===== src/rtl/if_fetch_unit_pkg.sv =====
// if_fetch_unit_pkg: shared widths, bubble encoding, PC step and fetch FSM states
package if_fetch_unit_pkg;
  localparam int WORD_WIDTH = 32;
  localparam int BUBBLE_INSTR = 0;
  localparam int PC_INC = 4;
  typedef enum logic {IF_FETCH, IF_HOLD} if_state_t;
endpackage


===== src/rtl/if_fetch_unit_if.sv =====
// if_fetch_unit_if: request/ready instruction-memory port
interface if_fetch_unit_if #(parameter int WORD_WIDTH = if_fetch_unit_pkg::WORD_WIDTH);
  logic req;
  logic [WORD_WIDTH-1:0] addr;
  logic ready;
  logic [WORD_WIDTH-1:0] rdata;
  modport master (output req, addr, input ready, rdata);
  modport slave (input req, addr, output ready, rdata);
endinterface


===== src/rtl/if_fetch_unit_hold_buffer.sv =====
// if_hold_buffer: single-entry capture/hold register for a word frozen on arrival
module if_hold_buffer #(
  parameter int WORD_WIDTH = if_fetch_unit_pkg::WORD_WIDTH
) (
  input  logic                  clk,
  input  logic                  rst,
  input  logic                  load,
  input  logic                  clear,
  input  logic [WORD_WIDTH-1:0] d_instr,
  input  logic [WORD_WIDTH-1:0] d_pc4,
  output logic                  valid,
  output logic [WORD_WIDTH-1:0] instr,
  output logic [WORD_WIDTH-1:0] pc4
);
  always_ff @(posedge clk) begin
    if (rst || clear) begin
      valid <= 1'b0;
      instr <= '0;
      pc4 <= '0;
    end else if (load) begin
      valid <= 1'b1;
      instr <= d_instr;
      pc4 <= d_pc4;
    end
  end
endmodule


===== src/rtl/if_fetch_unit.sv =====
// if_fetch_unit: PC, fetch FSM and IF/ID output mux; IF_FETCH_PERF_EN adds perf counters
module if_fetch_unit #(
  parameter int WORD_WIDTH = if_fetch_unit_pkg::WORD_WIDTH,
  parameter logic [WORD_WIDTH-1:0] RESET_PC = '0
) (
  input  logic                  clk,
  input  logic                  rst,
  input  logic                  freeze,
  input  logic                  branch_taken,
  input  logic [WORD_WIDTH-1:0] branch_addr,
  if_fetch_unit_if.master       imem,
  output logic [WORD_WIDTH-1:0] pc_out,
  output logic [WORD_WIDTH-1:0] instruction_out
`ifdef IF_FETCH_PERF_EN
  ,
  output logic [31:0]           perf_fetch_cnt,
  output logic [31:0]           perf_bubble_cnt
`endif
);
  import if_fetch_unit_pkg::*;
  localparam logic [WORD_WIDTH-1:0] BUBBLE = WORD_WIDTH'(BUBBLE_INSTR);
  if_state_t state, state_nxt;
  logic [WORD_WIDTH-1:0] pc, pc_nxt, pc4, hold_instr, hold_pc4;
  logic fetch_ok, in_hold, load, clear, hold_valid, bubble, consumed;
  assign pc4 = pc + WORD_WIDTH'(PC_INC);
  if_hold_buffer #(.WORD_WIDTH(WORD_WIDTH)) u_hold (
    .clk(clk), .rst(rst), .load(load), .clear(clear),
    .d_instr(imem.rdata), .d_pc4(pc4),
    .valid(hold_valid), .instr(hold_instr), .pc4(hold_pc4)
  );
  always_ff @(posedge clk) begin
    if (rst) begin
      state <= IF_FETCH;
      pc <= RESET_PC;
    end else begin
      state <= state_nxt;
      pc <= pc_nxt;
    end
  end
  // A branch overrides everything: the returning word and any held word are dropped.
  always_comb begin
    in_hold = state == IF_HOLD;
    fetch_ok = !in_hold && imem.ready;
    imem.req = !in_hold;
    imem.addr = pc;
    load = fetch_ok && freeze && !branch_taken;
    clear = branch_taken || (in_hold && !freeze);
    state_nxt = branch_taken ? IF_FETCH : load ? IF_HOLD : (in_hold && !freeze) ? IF_FETCH : state;
    pc_nxt = branch_taken ? branch_addr : fetch_ok ? pc4 : pc;
    bubble = branch_taken || (!in_hold && !imem.ready) || (in_hold && !hold_valid);
    consumed = !bubble && !freeze;
    instruction_out = bubble ? BUBBLE : in_hold ? hold_instr : imem.rdata;
    pc_out = bubble ? '0 : in_hold ? hold_pc4 : pc4;
  end
`ifdef IF_FETCH_PERF_EN
  always_ff @(posedge clk) begin
    if (rst) begin
      perf_fetch_cnt <= '0;
      perf_bubble_cnt <= '0;
    end else begin
      perf_fetch_cnt <= perf_fetch_cnt + {31'b0, consumed && ~&perf_fetch_cnt};
      perf_bubble_cnt <= perf_bubble_cnt + {31'b0, bubble && !freeze && ~&perf_bubble_cnt};
    end
  end
`else
  logic unused_perf;
  assign unused_perf = consumed;
`endif
endmodule


===== src/flat_wrapper.sv =====
// flat-port wrapper written by rule: the top's interface ports become plain ports
module if_fetch_unit_flat import if_fetch_unit_pkg::*;
#(
  parameter int WORD_WIDTH = if_fetch_unit_pkg::WORD_WIDTH,
  parameter logic [WORD_WIDTH-1:0] RESET_PC = '0
)
  (clk, rst, freeze, branch_taken, branch_addr, pc_out, instruction_out, imem_req, imem_addr, imem_ready, imem_rdata);
  if_fetch_unit_if #(.WORD_WIDTH(WORD_WIDTH)) imem_i ();
  input  logic clk;
  input  logic rst;
  input  logic freeze;
  input  logic branch_taken;
  input  logic [WORD_WIDTH-1:0] branch_addr;
  output logic [WORD_WIDTH-1:0] pc_out;
  output logic [WORD_WIDTH-1:0] instruction_out;
  output wire logic [$bits(imem_i.req)-1:0] imem_req;
  output wire logic [$bits(imem_i.addr)-1:0] imem_addr;
  input wire logic [$bits(imem_i.ready)-1:0] imem_ready;
  input wire logic [$bits(imem_i.rdata)-1:0] imem_rdata;
  assign imem_req = imem_i.req;
  assign imem_addr = imem_i.addr;
  assign imem_i.ready = imem_ready;
  assign imem_i.rdata = imem_rdata;
  if_fetch_unit #(.WORD_WIDTH(WORD_WIDTH), .RESET_PC(RESET_PC)) u_core (.clk(clk), .rst(rst), .freeze(freeze), .branch_taken(branch_taken), .branch_addr(branch_addr), .imem(imem_i), .pc_out(pc_out), .instruction_out(instruction_out));
endmodule

===== config.mk =====
export PLATFORM = sky130hd
export DESIGN_NAME = if_fetch_unit_flat
export DESIGN_NICKNAME = d
export VERILOG_FILES = /design/src/rtl/if_fetch_unit_pkg.sv /design/src/rtl/if_fetch_unit_if.sv /design/src/rtl/if_fetch_unit_hold_buffer.sv /design/src/rtl/if_fetch_unit.sv /design/src/flat_wrapper.sv
export SDC_FILE = /design/constraint.sdc
export NUM_CORES = 1
export LEC_CHECK = 0
export ABC_AREA = 1
export BUFFER_PORTS_ARGS = -buffer_cell sky130_fd_sc_hd__buf_2
export CAP_MARGIN = 0
export CORE_ASPECT_RATIO = 2
export CORE_MARGIN = 4
export CORE_UTILIZATION = 44
export CTS_CLUSTER_SIZE = 12
export DETAILED_ROUTE_END_ITERATION = 8
export PLACE_DENSITY_LB_ADDON = 0.1
export SETUP_SLACK_MARGIN = 0.4
export SLEW_MARGIN = 15
export SYNTH_ARGS = -nofsm -noshare
export SYNTH_HDL_FRONTEND = slang
export SYNTH_HIERARCHICAL = 1
export SYNTH_SLANG_ARGS = --single-unit

===== constraint.sdc =====
create_clock -name clk -period 5.3 [get_ports clk]
set_input_delay 1.06 -clock clk [delete_from_list [all_inputs] [get_ports clk]]
set_output_delay 1.06 -clock clk [all_outputs]
set_load 0.01 [all_outputs]

Yosys cells after proc, flatten, opt, wreduce, memory -nomap -nowiden
Cells that the tools add are included.
Word-level totals
  register bits after elaboration: 98
  bits of input ports: 69
  output and inout bits: 97
  logic and storage cells: 32
Cells by class
  add/subtract/negate cells: 1
  mux-type cells: 8
  reductions and logical operators: 18
Operators by type and width (number)
  $mux 32: 6
  $add 32x3->32 const B: 1
  $logic_and 1x1->1: 6
  $logic_not 1->1: 5
  $logic_or 1x1->1: 4
  $reduce_bool 2->1: 2
  $mux 1: 2
  $reduce_or 2->1: 1

Depth between registers and ports, before layout
  word-level depth: 5
  depth in mapped cells: 12
  gate-level depth less buffers: 12

Modules after synthesis
The synthesis kept the hierarchy.
Modules (own cells, without submodules)
  if_fetch_unit: times used 1, cells each 617, area each 3329.4 µm², seq. area each 660.6 µm²
  if_hold_buffer: times used 1, cells each 408, area each 2655.0 µm², seq. area each 1301.2 µm²

Least setup slack after synthesis
OpenSTA, ideal clock, no wires.
  path type: input port to output port
  start: input port branch_taken
  end: output port pc_out[28]
  data arrival time: 2.007 ns
  data required time: 4.240 ns
  slack: 2.233 ns
  stages: 9
  buffers on the path: 2
  path through: buf_2 > inv_1 > nand3_1 > nand2_1 > inv_2 > clkbuf_1 > nor2_1 > o21ai_0 > inv_1
On the way
  word-level cells in the longest chain between the ends: 3
RTL lines
  start: declaration: line flat_wrapper.sv:12  | input logic branch_taken;
  $logic_or 1x1->1 (2 in series): line if_fetch_unit.sv:50  | bubble = branch_taken || (!in_hold && !imem.ready) || (in_hold && !hold_valid);
  $mux 32: line if_fetch_unit.sv:53  | pc_out = bubble ? '0 : in_hold ? hold_pc4 : pc4;
  end: declaration: line flat_wrapper.sv:14  | output logic [WORD_WIDTH-1:0] pc_out;
No other way between the ends.

Worst setup path after layout
  start: register u_core.state (netlist: u_core/in_hold)
  end: output port pc_out[3]
On the way
  word-level cells in the longest chain between the ends: 5
  elaborated cells on any way between the ends: 7
  those cells by class: mux: 2; reduce/logical: 5
RTL lines
  start: declaration: line if_fetch_unit.sv:22  | if_state_t state, state_nxt;
  start signal: assignment: line if_fetch_unit.sv:36  | state <= state_nxt;
  $logic_not 1->1: line if_fetch_unit.sv:50
  $logic_and 1x1->1: line if_fetch_unit.sv:50
  $logic_or 1x1->1 (2 in series): line if_fetch_unit.sv:50
  $mux 32 (*): line if_fetch_unit.sv:53
Mark *: on every way between the ends. The rest lies on a longest branch, timed or not.

==> metrics <==
PostCTS Resize Cnt=0; most frequent cell after synthesis=sky130_fd_sc_hd__nand2_1; most frequent cells after synthesis=sky130_fd_sc_hd__nand2_1, sky130_fd_sc_hd__nor2_1, sky130_fd_sc_hd__inv_1; critical path class=flip-flop to primary output; Critical Path Sink Type=primary output; clock slew at the register clock pins of the worst setup and hold paths=70 ps; Placer Congestion=0.920; initial detailed-routing violation count=283; buffer levels on the longest clock path=2; number of standard-cell rows in the floorplan=60; total setup violations reported at the end of the flow=0; synthesis-stage register bit count=98; fraction of final layout cells sized beyond drive strength 1=18.7%; global routing usage summed across all routing layers=23.0%; level count of the clock H-tree=3; synthesis warning total=6; mean post-synth cell area=5.84 sq um; busiest layer in global routing=met2; Leakage=3.60 nW; # Max-Cap Violations=0; met1 track demand over resource=23.7%; Cell Area, Synth=0.00598 sq mm; DP Wirelength=12600 microns; first-pass GRT wire length=29500 microns; share of the yosys chip area belonging to registers=32.8%; crit path launch type=flip-flop; Die W=90.5 microns; total vias in the final route=6395; # hold bufs at CTS=0; met2 Use GR=44.2%; Total Wirelength=18000 microns; Slew @ Worst Pin=945 ps; Initial Utilization=44.8%; final max-slew violation count=0; Period Utilization, post-route=78.8%; share of synthesized flip-flops with an asynchronous set or reset=0%; status=finished clean; hold_ws=469 ps; Die H=173 microns; GR Layer Usage met3=4.31%; remaining antenna violation count=0; placed insts=1297; signed area change from the synthesized netlist to the final layout=18.9%; fraction of post-synthesis cell area in the top cell type by area=32.8%; initial antenna violation count=1; sum of internal, switching and leakage power=0.00178 W; residual DRC count=0; EDFF count, synth=0; peak supply drop=164 uV; dominant cells by area after synthesis=sky130_fd_sc_hd__dfxtp_1, sky130_fd_sc_hd__nand2_1, sky130_fd_sc_hd__nor2_1; core area=0.0134 sq mm; diode insertion count for antenna repair=0; Root Driver=sky130_fd_sc_hd__clkbuf_16; r2r worst-path depth=7; number of nets in the layout=1223; number of port buffers=165; dominant synthesized flop cell=sky130_fd_sc_hd__dfxtp_1; arrival time at the worst endpoint=3120 ps; Num Clock Sinks=98; WP data required=4240 ps; vias in the first global route=6166; fillers=1526; Layout Utilization=53.3%; Final Hold Fails=0; cell type with the highest aggregate area in the netlist=sky130_fd_sc_hd__dfxtp_1; classification of the worst-slack hold path=flip-flop to flip-flop; WL/cell=13.7 microns; Via-to-Cell Ratio=4.87; clock latency of the later-clocked register in the worst-skew pair=340 ps; Fmax achieved=239 MHz; overall overflow remaining after global route=0; Cell Pwr Density=251 mW/mm^2; final setup TNS=0 ps; number of buffers inserted by post-CTS setup repair=0; cts bufs inserted=9; Min Clock Period, post-route=4180 ps; Layout Skew=8.14 ps; Netlist cell types=28; router iterations before antenna repair=5; slew margin rel.=36.9%; number of non-filler instances in the completed layout=1312; CTS tree=built; setup repair after global routing missed its margin=no; Hold Path Stages=2; pin count of the biggest net entering global routing=75; maximum net fanout on the critical path=64; Boundary Pins=166; total die area=0.0156 sq mm; number of nets produced by synthesis=1095; post-synthesis cell count=1025
worst paths after layout:
kind                                              from                     end  slack (ps)
worst max-delay path                    u_core/in_hold               pc_out[3]        1120
worst min-delay path            u_core/u_hold/instr[4]  u_core/u_hold/instr[4]         470
worst max register to register          u_core/in_hold    u_core/u_hold/pc4[1]        2430
worst min register to register  u_core/u_hold/instr[4]  u_core/u_hold/instr[4]         470
cells by family (layout without fill, tap and decap cells):
logic type,after synthesis,count (layout),synth area share (%)
adder cells (fa/ha/maj),1,1,0.209
flip-flops,98,98,32.8
XOR/XNOR,15,15,3.07
AND/OR/NAND/NOR,591,591,39.1
AO/OA/AOI/OAI,123,123,11.1
buffers and inverters,197,329,13.8
metal layers:
layer | share of wire [%] | routed length [microns] | vias to the layer above
met5 | 0.072 | 13 | -
met4 | 3.4 | 617 | 2
met3 | 5.2 | 930 | 41
met2 | 53 | 9540 | 169
met1 | 38 | 6890 | 2881
li1 | - | - | 3302
through the flow:
step / setup slack [ps] / area [sq um]
6_report: 1120 / 7120
5_1_grt: 795 / 7120
4_1_cts: 1420 / 7120
3_5_place_dp: 1430 / 6800
3_3_place_gp: 1480 / 6800
2_1_floorplan: 2230 / 5980
state kept, by name, summed over array words and instances, names as in the netlist:
name	cells
u_core/imem.addr	32
u_core/u_hold/valid	1
u_core/in_hold	1
u_core/u_hold/pc4	32
u_core/u_hold/instr	32
final cells by class:
cell class	instances	area [sq um]	area share, %
clock buffers	11	243	3.41
inverters	142	534	7.51
clock inverters	4	76.3	1.07
repair buffers	172	891	12.5
multi-input cells	730	3220	45.2
flip-flops and latches	98	1960	27.6
well taps	155	194	2.73
layout by cell type, fill, tap and decap left out, drive strengths merged:
| master | synthesis | final |
|---|---|---|
| dfxtp | 98 | 98 |
| nor2 | 231 | 231 |
| nand4 | 1 | 1 |
| o221ai | 1 | 1 |
| a21oi | 59 | 59 |
| buf | 35 | 172 |
| clkbuf | 20 | 11 |
| ha | 1 | 1 |
| nand2 | 342 | 342 |
| a31oi | 8 | 8 |
| bufinv | 0 | 2 |
| o21a | 1 | 1 |
| a2111oi | 1 | 1 |
| o21ai | 46 | 46 |
| clkinvlp | 0 | 1 |
| xor2 | 11 | 11 |
| clkinv | 0 | 2 |
| a22o | 7 | 7 |
| xnor2 | 4 | 4 |
| nand3 | 15 | 15 |
| inv | 142 | 141 |
| and2 | 2 | 2 |
power by group:
group | internal [W] | switching [W]
Combinational | 0.000104 | 0.000174
Clock | 0.000425 | 0.000288
Sequential | 0.000762 | 0.0000300
Total | 0.00129 | 0.000491
worst max-delay path, stage by stage (launching register included):
cell and delay (ps):
sky130_fd_sc_hd__dfxtp_2 620, sky130_fd_sc_hd__buf_4 520, sky130_fd_sc_hd__nand3_1 130, sky130_fd_sc_hd__nand2_1 110
sky130_fd_sc_hd__clkinv_2 720, sky130_fd_sc_hd__a21oi_1 460, sky130_fd_sc_hd__buf_2 200
No activity file was read; power rests on OpenSTA's default activity.
